[src/rtl/pulse_sched_pkg.sv]
// Shared types, default channel configuration and helpers for the pulse scheduler.
package pulse_sched_pkg;

    typedef enum logic [1:0] {
        ST_IDLE  = 2'd0,
        ST_DELAY = 2'd1,
        ST_PULSE = 2'd2,
        ST_GAP   = 2'd3
    } state_t;

    localparam int DEF_WIDTH = 1;
    localparam int DEF_DELAY = 0;

    // Index of the set bit in a one-hot vector of up to 16 bits; 0 when empty.
    function automatic logic [3:0] onehot_to_idx(input logic [15:0] onehot);
        logic [3:0] idx;
        idx = '0;
        for (int i = 0; i < 16; i++) begin
            if (onehot[i]) begin
                idx = idx | 4'(i);
            end
        end
        return idx;
    endfunction

endpackage

[src/rtl/rr_arbiter.sv]
// Combinational round-robin pick: search starts one past the last grant and wraps.
module rr_arbiter
    import pulse_sched_pkg::*;
#(
    parameter  int NREQ  = 4,
    localparam int IDX_W = $clog2(NREQ)
) (
    input  logic [NREQ-1:0]  eligible,
    input  logic [IDX_W-1:0] last_idx,
    output logic [NREQ-1:0]  win_onehot,
    output logic [IDX_W-1:0] win_idx,
    output logic             valid
);

    logic [IDX_W-1:0] cand;

    always_comb begin
        win_onehot = '0;
        valid      = 1'b0;
        cand       = '0;
        for (int k = 1; k <= NREQ; k++) begin
            cand = IDX_W'((32'(last_idx) + k) % NREQ);
            if (!valid && eligible[cand]) begin
                valid            = 1'b1;
                win_onehot[cand] = 1'b1;
            end
        end
        win_idx = IDX_W'(onehot_to_idx(16'(win_onehot)));
    end

endmodule

[src/rtl/pulse_scheduler.sv]
// Shares one programmable delay/width pulse generator among NREQ requesters,
// arbitrated round-robin, with a per-owner completion strobe.
module pulse_scheduler
    import pulse_sched_pkg::*;
#(
    parameter  int NREQ    = 4,
    parameter  int WIDTH_W = 10,
    parameter  int DELAY_W = 4,
    parameter  int GAP     = 2,
    localparam int IDX_W   = $clog2(NREQ)
) (
    input  logic               clk,
    input  logic               rst,
    input  logic [NREQ-1:0]    req,
    input  logic               cfg_we,
    input  logic [IDX_W-1:0]   cfg_idx,
    input  logic [WIDTH_W-1:0] cfg_width,
    input  logic [DELAY_W-1:0] cfg_delay,
    output logic [NREQ-1:0]    grant,
    output logic [NREQ-1:0]    done,
    output logic               pulse_out,
    output logic               busy
);

    localparam int WD_MAX = (WIDTH_W > DELAY_W) ? WIDTH_W : DELAY_W;
    localparam int CNT_W  = (WD_MAX > 4) ? WD_MAX : 4;

    logic [WIDTH_W-1:0] width_tab [NREQ];
    logic [DELAY_W-1:0] delay_tab [NREQ];

    state_t             state_reg, state_next;
    logic [CNT_W-1:0]   cnt_reg, cnt_next;
    logic [WIDTH_W-1:0] width_reg, width_next;
    logic [NREQ-1:0]    grant_reg, grant_next;
    logic [NREQ-1:0]    done_reg, done_next;
    logic               pulse_reg, pulse_next;
    logic               busy_reg, busy_next;
    logic [IDX_W-1:0]   last_reg, last_next;

    logic [NREQ-1:0]    eligible;
    logic [NREQ-1:0]    win_onehot;
    logic [IDX_W-1:0]   win_idx;
    logic               win_valid;

    // A zero width masks the channel from arbitration.
    generate
        for (genvar gi = 0; gi < NREQ; gi++) begin : g_elig
            assign eligible[gi] = req[gi] && (width_tab[gi] != '0);
        end
    endgenerate

    rr_arbiter #(.NREQ(NREQ)) u_arb (
        .eligible   (eligible),
        .last_idx   (last_reg),
        .win_onehot (win_onehot),
        .win_idx    (win_idx),
        .valid      (win_valid)
    );

    // Out-of-range indices never match a channel, so they write nothing.
    always_ff @(posedge clk) begin
        for (int i = 0; i < NREQ; i++) begin
            if (rst) begin
                width_tab[i] <= WIDTH_W'(DEF_WIDTH);
                delay_tab[i] <= DELAY_W'(DEF_DELAY);
            end else if (cfg_we && (cfg_idx == IDX_W'(i))) begin
                width_tab[i] <= cfg_width;
                delay_tab[i] <= cfg_delay;
            end
        end
    end

    always_comb begin
        state_next = state_reg;
        cnt_next   = cnt_reg;
        width_next = width_reg;
        grant_next = grant_reg;
        last_next  = last_reg;
        done_next  = '0;
        case (state_reg)
            ST_IDLE: begin
                if (win_valid) begin
                    grant_next = win_onehot;
                    last_next  = win_idx;
                    width_next = width_tab[win_idx];
                    if (delay_tab[win_idx] != '0) begin
                        state_next = ST_DELAY;
                        cnt_next   = CNT_W'(delay_tab[win_idx]);
                    end else begin
                        state_next = ST_PULSE;
                        cnt_next   = CNT_W'(width_tab[win_idx]);
                    end
                end
            end
            ST_DELAY: begin
                if (cnt_reg == CNT_W'(1)) begin
                    state_next = ST_PULSE;
                    cnt_next   = CNT_W'(width_reg);
                end else begin
                    cnt_next = cnt_reg - CNT_W'(1);
                end
            end
            ST_PULSE: begin
                if (cnt_reg == CNT_W'(1)) begin
                    done_next  = grant_reg;
                    grant_next = '0;
                    if (GAP == 0) begin
                        state_next = ST_IDLE;
                        cnt_next   = '0;
                    end else begin
                        state_next = ST_GAP;
                        cnt_next   = CNT_W'(GAP);
                    end
                end else begin
                    cnt_next = cnt_reg - CNT_W'(1);
                end
            end
            ST_GAP: begin
                if (cnt_reg == CNT_W'(1)) begin
                    state_next = ST_IDLE;
                    cnt_next   = '0;
                end else begin
                    cnt_next = cnt_reg - CNT_W'(1);
                end
            end
            default: begin
                state_next = ST_IDLE;
                cnt_next   = '0;
                grant_next = '0;
            end
        endcase
        // Outputs are registered copies of what the next state implies.
        pulse_next = (state_next == ST_PULSE);
        busy_next  = (state_next != ST_IDLE);
    end

    always_ff @(posedge clk) begin
        if (rst) begin
            state_reg <= ST_IDLE;
            cnt_reg   <= '0;
            width_reg <= '0;
            grant_reg <= '0;
            done_reg  <= '0;
            pulse_reg <= 1'b0;
            busy_reg  <= 1'b0;
            last_reg  <= IDX_W'(NREQ - 1);
        end else begin
            state_reg <= state_next;
            cnt_reg   <= cnt_next;
            width_reg <= width_next;
            grant_reg <= grant_next;
            done_reg  <= done_next;
            pulse_reg <= pulse_next;
            busy_reg  <= busy_next;
            last_reg  <= last_next;
        end
    end

    assign grant     = grant_reg;
    assign done      = done_reg;
    assign pulse_out = pulse_reg;
    assign busy      = busy_reg;

endmodule
[config.mk]
export PLATFORM = sky130hd
export DESIGN_NAME = pulse_scheduler
export DESIGN_NICKNAME = d
export VERILOG_FILES = /design/src/rtl/pulse_sched_pkg.sv /design/src/rtl/rr_arbiter.sv /design/src/rtl/pulse_scheduler.sv
export SDC_FILE = /design/constraint.sdc
export NUM_CORES = 1
export LEC_CHECK = 0
export ABC_CLOCK_PERIOD_IN_PS = 4100
export CAP_MARGIN = 20
export CORE_MARGIN = 2
export CORE_UTILIZATION = 43
export DETAILED_ROUTE_END_ITERATION = 12
export GPL_TIMING_DRIVEN = 0
export SETUP_SLACK_MARGIN = 0.4
export SYNTH_ARGS = -nofsm -noshare
export SYNTH_HDL_FRONTEND = slang
export SYNTH_HIERARCHICAL = 1
export SYNTH_SLANG_ARGS = --single-unit
[constraint.sdc]
create_clock -name clk -period 4.1 [get_ports clk]
set_input_delay 0.82 -clock clk [delete_from_list [all_inputs] [get_ports clk]]
set_output_delay 0.82 -clock clk [all_outputs]
set_load 0.005 [all_outputs]
# Yosys cells after proc, flatten, opt, wreduce, memory -nomap -nowiden
# Memories as Yosys holds them, arrays and structs flattened.
# Index checks and enable logic that the tools add are counted.
[classes]
bitwise_logic = 13
n_lt_le_gt_ge = 8
n_shift = 0
n_eq_ne = 10
multipliers = 0
div = 0
reduce_logical = 30
addsub = 5
mux = 64
[op_table]
columns = ["cell", "count"]
rows = [
  ["2-to-1 mux 10 bit", 9],
  ["2-to-1 mux 4 bit", 10],
  ["case mux 10 bit (4 select lines)", 1],
  ["nonzero test 10 bit", 4],
  ["2-to-1 mux 1 bit", 27],
  ["logical AND 1 bit", 15],
  ["2-to-1 mux 2 bit", 7],
  ["< comparator 2 x 3 -> 1 bit, second input constant", 4],
  ["bitwise OR 4 bit", 3],
  ["equality test 10 x 1 -> 1 bit, second input constant", 1],
  ["equality test 2 bit, second input constant", 5],
  ["subtractor 10 x 1 -> 10 bit, second input constant", 1],
  ["binary-select mux 1 bit (select 2 bit)", 4],
  ["demux 1 bit (select 2 bit)", 4],
  [">= comparator 2 x 1 -> 1 bit, second input constant", 4],
  ["bitwise OR 1 bit", 8],
  ["case mux 2 bit (4 select lines)", 1],
  ["case mux 4 bit (2 select lines)", 1],
  ["adder 2 x 1 -> 2 bit, second input constant", 2],
  ["adder 2 bit, second input constant", 2],
  ["equality test 2 x 1 -> 1 bit, second input constant", 2],
  ["logical NOT 2 bit", 2],
  ["nonzero test 2 bit", 2],
  ["nonzero test 4 bit", 1],
  ["7 further kinds", 10],
]
[word_totals]
latchBits = 0
elab_cells = 140
input_bits = 23
rom_bits = 0
mem_count = 2
reg_bits = 34
ramBits = 56
[mem_list]
columns = ["memory", "depth", "word_bits", "rd", "rd_clocked_by_memory_dff", "wr", "line_no", "source"]
rows = [
  ["width_tab", 4, 10, 5, 0, 4, "pulse_scheduler.sv:28", "logic [WIDTH_W-1:0] width_tab [NREQ];"],
  ["delay_tab", 4, 4, 1, 0, 4, "pulse_scheduler.sv:29", "logic [DELAY_W-1:0] delay_tab [NREQ];"],
]

# Logic depth before layout (Yosys ltp)
# An unclocked memory read counts as a cell.
[logic_depth]
word_depth = 24
depth_mapped = 15
ltp_nobuf = 12

# Cells and area by module
# Netlist, hierarchy kept.
[by_module_without_submodules]
columns = ["mod", "instances", "area_per_inst_um2", "seq_area_each_um2", "cells_per_inst"]
rows = [
  ["pulse_scheduler", 1, 4431.8, 2362.3, 403],
  ["rr_arbiter", 1, 538.0, 0.0, 69],
]

# Worst setup path before layout
# Ideal clock, no wire load.
[synth_path]
kind = "input-to-reg"
start = "in req[1]"
end = "reg cnt_reg[6]"
cell_stages = 13
t_arrival_ps = 3732
path_slack_ps = 282
path_cell_list = "inv_1 > a31oi_1 > or3b_1 > a211oi_2 > a31oi_1 > o32a_1 > o2111ai_1 > buf_6 > mux4_2 > nor4_4 > buf_6 > nand3_2 > a221oi_2"
[synth_via]
elab_chain_len = 21
elab_cells_between_ends = 36
cone_classes = "eq/ne: 1; mux: 22; bitwise: 3; reduce/logical: 8; memory: 2"
[synth_lines]
columns = ["item", "line_no", "source"]
rows = [
  ["from (decl)", "pulse_scheduler.sv:14", "input logic [NREQ-1:0] req,"],
  ["logical AND 1 bit *", "pulse_scheduler.sv:48", "assign eligible[gi] = req[gi] && (width_tab[gi] != '0);"],
  ["via eligible[1]", "pulse_scheduler.sv:40", "logic [NREQ-1:0] eligible;"],
  ["binary-select mux 1 bit (select 2 bit)", "rr_arbiter.sv:23", "if (!valid && eligible[cand]) begin"],
  ["2-to-1 mux 1 bit (implied by the code)", "rr_arbiter.sv:23", ""],
  ["2-to-1 mux 1 bit", "rr_arbiter.sv:23", ""],
  ["logical NOT 1 bit", "rr_arbiter.sv:23", ""],
  ["logical AND 1 bit", "rr_arbiter.sv:23", ""],
  ["2-to-1 mux 1 bit", "rr_arbiter.sv:23", ""],
  ["(+7 left out)", "--", ""],
  ["2-to-1 mux 2 bit", "pulse_sched_pkg.sv:19", "if (onehot[i]) begin"],
  ["2-to-1 mux 2 bit *", "pulse_sched_pkg.sv:19", ""],
  ["via win_idx[0]", "pulse_scheduler.sv:42", "logic [IDX_W-1:0] win_idx;"],
  ["memory read (4 x 4 bit)", "--", ""],
  ["nonzero test 4 bit", "pulse_scheduler.sv:86", "if (delay_tab[win_idx] != '0) begin"],
  ["2-to-1 mux 10 bit *", "pulse_scheduler.sv:86", ""],
  ["2-to-1 mux 10 bit *", "pulse_scheduler.sv:82", "if (win_valid) begin"],
  ["case mux 10 bit (4 select lines) *", "pulse_scheduler.sv:80", "case (state_reg)"],
  ["to (signal assigned)", "pulse_scheduler.sv:149", "cnt_reg <= cnt_next;"],
  ["to (decl)", "pulse_scheduler.sv:32", "logic [CNT_W-1:0] cnt_reg, cnt_next;"],
]
# Mark *: on every way through the listed nets, which the timed path passes. The rest lies on a longest branch. The select of a mux whose other input is x is not followed.
# A chain may end at the register's enable or synchronous reset.

==> impl_metrics.tcl <==
set metrics [dict create \
    outcome "completed" \
    ys_ff_latch 90 \
    drt_iter0_markers 190 \
    hp-class "reg2reg" \
    yosysUniqueCellTypes 65 \
    grt_max_degree 16 \
    power.internal_uw 3050 \
    final-setup-viol-count 0 \
    area_delta_synth_final_pct 27.5 \
    endpoint_kind "flop" \
    period_share_pct 94.7 \
    tightest_slew_ps 754 \
    fin_cells 687 \
    switching_share_pct 41.3 \
    cts_tree "built" \
    syn_inst 472 \
    path_cells "nor4_4, a31oi_4, buf_4, or2_2, o32a_1, o2111ai_4, buf_8, mux4_2, nor4_4, buf_4, nor2_2, o31a_1" \
    final_core_utilization_pct 55.7 \
    portBuffers 32 \
    die_w_um 112 \
    place_area_um2 5480 \
    slew_headroom_pct 49.3 \
    arrival_ps 4130 \
    crit_slowest_cell "mux4_2" \
    cpPeakStageDelay_ps 570 \
    reg_top3 "width_tab (40), delay_tab (16)" \
    netlist_area_um2 4970 \
    placed_cells_incl_taps 647 \
    syn_nets 505 \
    drive_above_1_share_pct 22.1 \
    yosys_warnings 6 \
    grt_overflow 0 \
    seq_area_frac_synth_pct 47.5 \
    setup.worst_path.start_class "flop" \
    core_region_area_um2 11400 \
    gp_congestion 0.870 \
    first_global_vias 3980 \
    cts_made_buffers 9 \
    start_util_pct 43.7 \
    drc 0 \
    async_reset_ff_share_pct 0 \
    first_pass_iters 4 \
    postRouteAntennaNets 0 \
    fin_hold_ws_ps 454 \
    antenna_found_initial 0 \
    maxCapViolCount 0 \
    antenna_cells 0 \
    hold_violations 0 \
    die_y_um 112 \
    rows 39 \
    h-tree-depth 3 \
    ios 33 \
    fillCellCount 994 \
    synth_common_cells "and2_1, edfxtp_1, nand2_1" \
    cts_hold_buf 0 \
    synth_top_area_share_pct 33.8 \
    crit_type "reg2reg" \
    pwr_density_cell_nw_per_um2 819 \
    leakage_uw 0.00227 \
    crit_fanout 8 \
    clk_pin_slew_worst_paths_ps 70 \
    yosysTopAreaCell "edfxtp_1" \
    synthTopCellsByArea "edfxtp_1, dfxtp_1, and2_1" \
    largest_register_ffs 40 \
    drv_slew 0 \
    cts_num_sinks 90 \
    cts-root-buf "clkbuf_16" \
    critPathRequiredTime_ps 4340 \
    clock_path_buffers 2 \
    clock_latency_ps 350 \
    grt_pass1_wl_um 21200 \
    fmax_ghz 0.258 \
    power.share.clock_pct 16.3 \
    synth-edff-count 56 \
    top_register "width_tab" \
    via_count 3929 \
    fin_nets 572 \
    grt_use_total_pct 21.9 \
    power_frac_comb_pct 58.8 \
    syn_area_per_cell_um2 10.5 \
    wl_um 13200 \
    synthFlopType "edfxtp_1" \
    ir_drop_mv 0.551 \
    dieArea_um2 12400 \
    skew_ps 5.41 \
    seqPwrFrac_pct 24.9 \
    rsz0062_at_grt "true" \
    design_area_um2 6340 \
    min_period_ps 3880 \
    wl_per_cell_um 19.2 \
    post-dp-hpwl_um 9250 \
    viasPerCell 5.72 \
    power_switching_uw 2140 \
    finalSetupTns_ps 0 \
]
[final timing paths]
path                                      start                         to  slack (ps)  depth (start not counted)
setup / recovery  width_tab[0][4]$_SDFFCE_PN0P_    state_reg[0]$_SDFF_PP0_         220                         12
setup reg to reg  width_tab[0][4]$_SDFFCE_PN0P_    state_reg[0]$_SDFF_PP0_         220                         12
hold reg to reg       width_reg[7]$_SDFFE_PP0P_  width_reg[7]$_SDFFE_PP0P_         450                          2
hold / removal        width_reg[7]$_SDFFE_PP0P_  width_reg[7]$_SDFFE_PP0P_         450                          2
[cell families after synthesis]
group / Yosys count / share of synthesized area (%)
buffers and inverters: 45 / 4.00
and+or+nand+nor: 196 / 22.8
xor gates and xnor gates: 3 / 0.529
DFF: 90 / 47.5
adders and majority gates: 10 / 2.52
AOI/OAI and AO/OA: 97 / 14.5
muxes: 31 / 8.13
[final cells by class]
| type | instances | area (µm²) | share of cell area [%] |
|---|---|---|---|
| plain buffers | 29 | 156 | 2.47 |
| multi-input cells | 337 | 2770 | 43.7 |
| clock buffers | 11 | 233 | 3.67 |
| well taps | 143 | 179 | 2.82 |
| flip-flops and latches | 90 | 2360 | 37.3 |
| inverters | 16 | 60.1 | 0.948 |
| clock inverters | 5 | 62.6 | 0.987 |
| repair buffers | 56 | 512 | 8.08 |
[critical path, delay by kind of cell (launching register included)]
kind                   cells  cell delay [ps]
AOI/OAI and AO/OA          4             1080
buffers and inverters      3              590
DFF                        1              420
muxes                      1              570
and+or+nand+nor            4             1120
[through the flow]
| stage | setup WS [ps] | total power (µW) |
|---|---|---|
| after floorplan | 405 | 3060 |
| after detailed placement | -996 | 3690 |
| after global placement | -922 | 3650 |
| after global routing | 56.7 | 5490 |
| final | 217 | 5190 |
| after CTS | 290 | 4890 |
[placed cells by master (no fill, tap or decap), types with 4 or more instances in the layout]
master,count
a31oi_4,4
ha_1,9
nor2_1,19
a21oi_1,19
a211oi_2,5
mux2_2,4
nand2b_1,12
buf_4,23
and2_1,56
nor2b_1,4
clkbuf_1,18
mux2i_1,13
buf_6,4
a22o_1,4
nor4_4,8
nand3b_1,4
clkbuf_16,9
inv_1,11
inv_2,5
clkdlybuf4s50_1,28
o211ai_1,4
o21ai_0,7
nand2_1,41
nand3_1,8
o22ai_1,8
edfxtp_1,56
a31oi_1,6
nor3_1,10
mux2i_4,6
mux4_2,7
buf_2,5
dlygate4sd2_1,4
dfxtp_1,33
[layer usage]
| layer | track usage [%] | vias to the layer above | routed length (µm) |
|---|---|---|---|
| met4 | 7.65 | 0 | 221 |
| met2 | 36.0 | 110 | 6460 |
| met3 | 5.50 | 17 | 670 |
| met1 | 28.4 | 1910 | 5800 |
| li1 | - | 1892 | - |
| met5 | 0 | - | 0 |
[power groups by stage]
| stage | sequential [µW] | clock [µW] | combinational (µW) |
|---|---|---|---|
| 3_5_place_dp | 1300 | 0 | 2390 |
| 4_1_cts | 1290 | 855 | 2750 |
| 5_1_grt | 1320 | 888 | 3280 |
| 2_1_floorplan | 1260 | 0 | 1800 |
| 6_report | 1290 | 843 | 3050 |
| 3_3_place_gp | 1290 | 0 | 2360 |
[timing repair]
action,4_1_cts,5_1_grt
resized for setup,58,15
cloned,1,0
buffers inserted,18,5
endpoints found under the setup margin,25,19
pin swaps,16,4
Note: power is estimated with default switching activity, not from simulation.
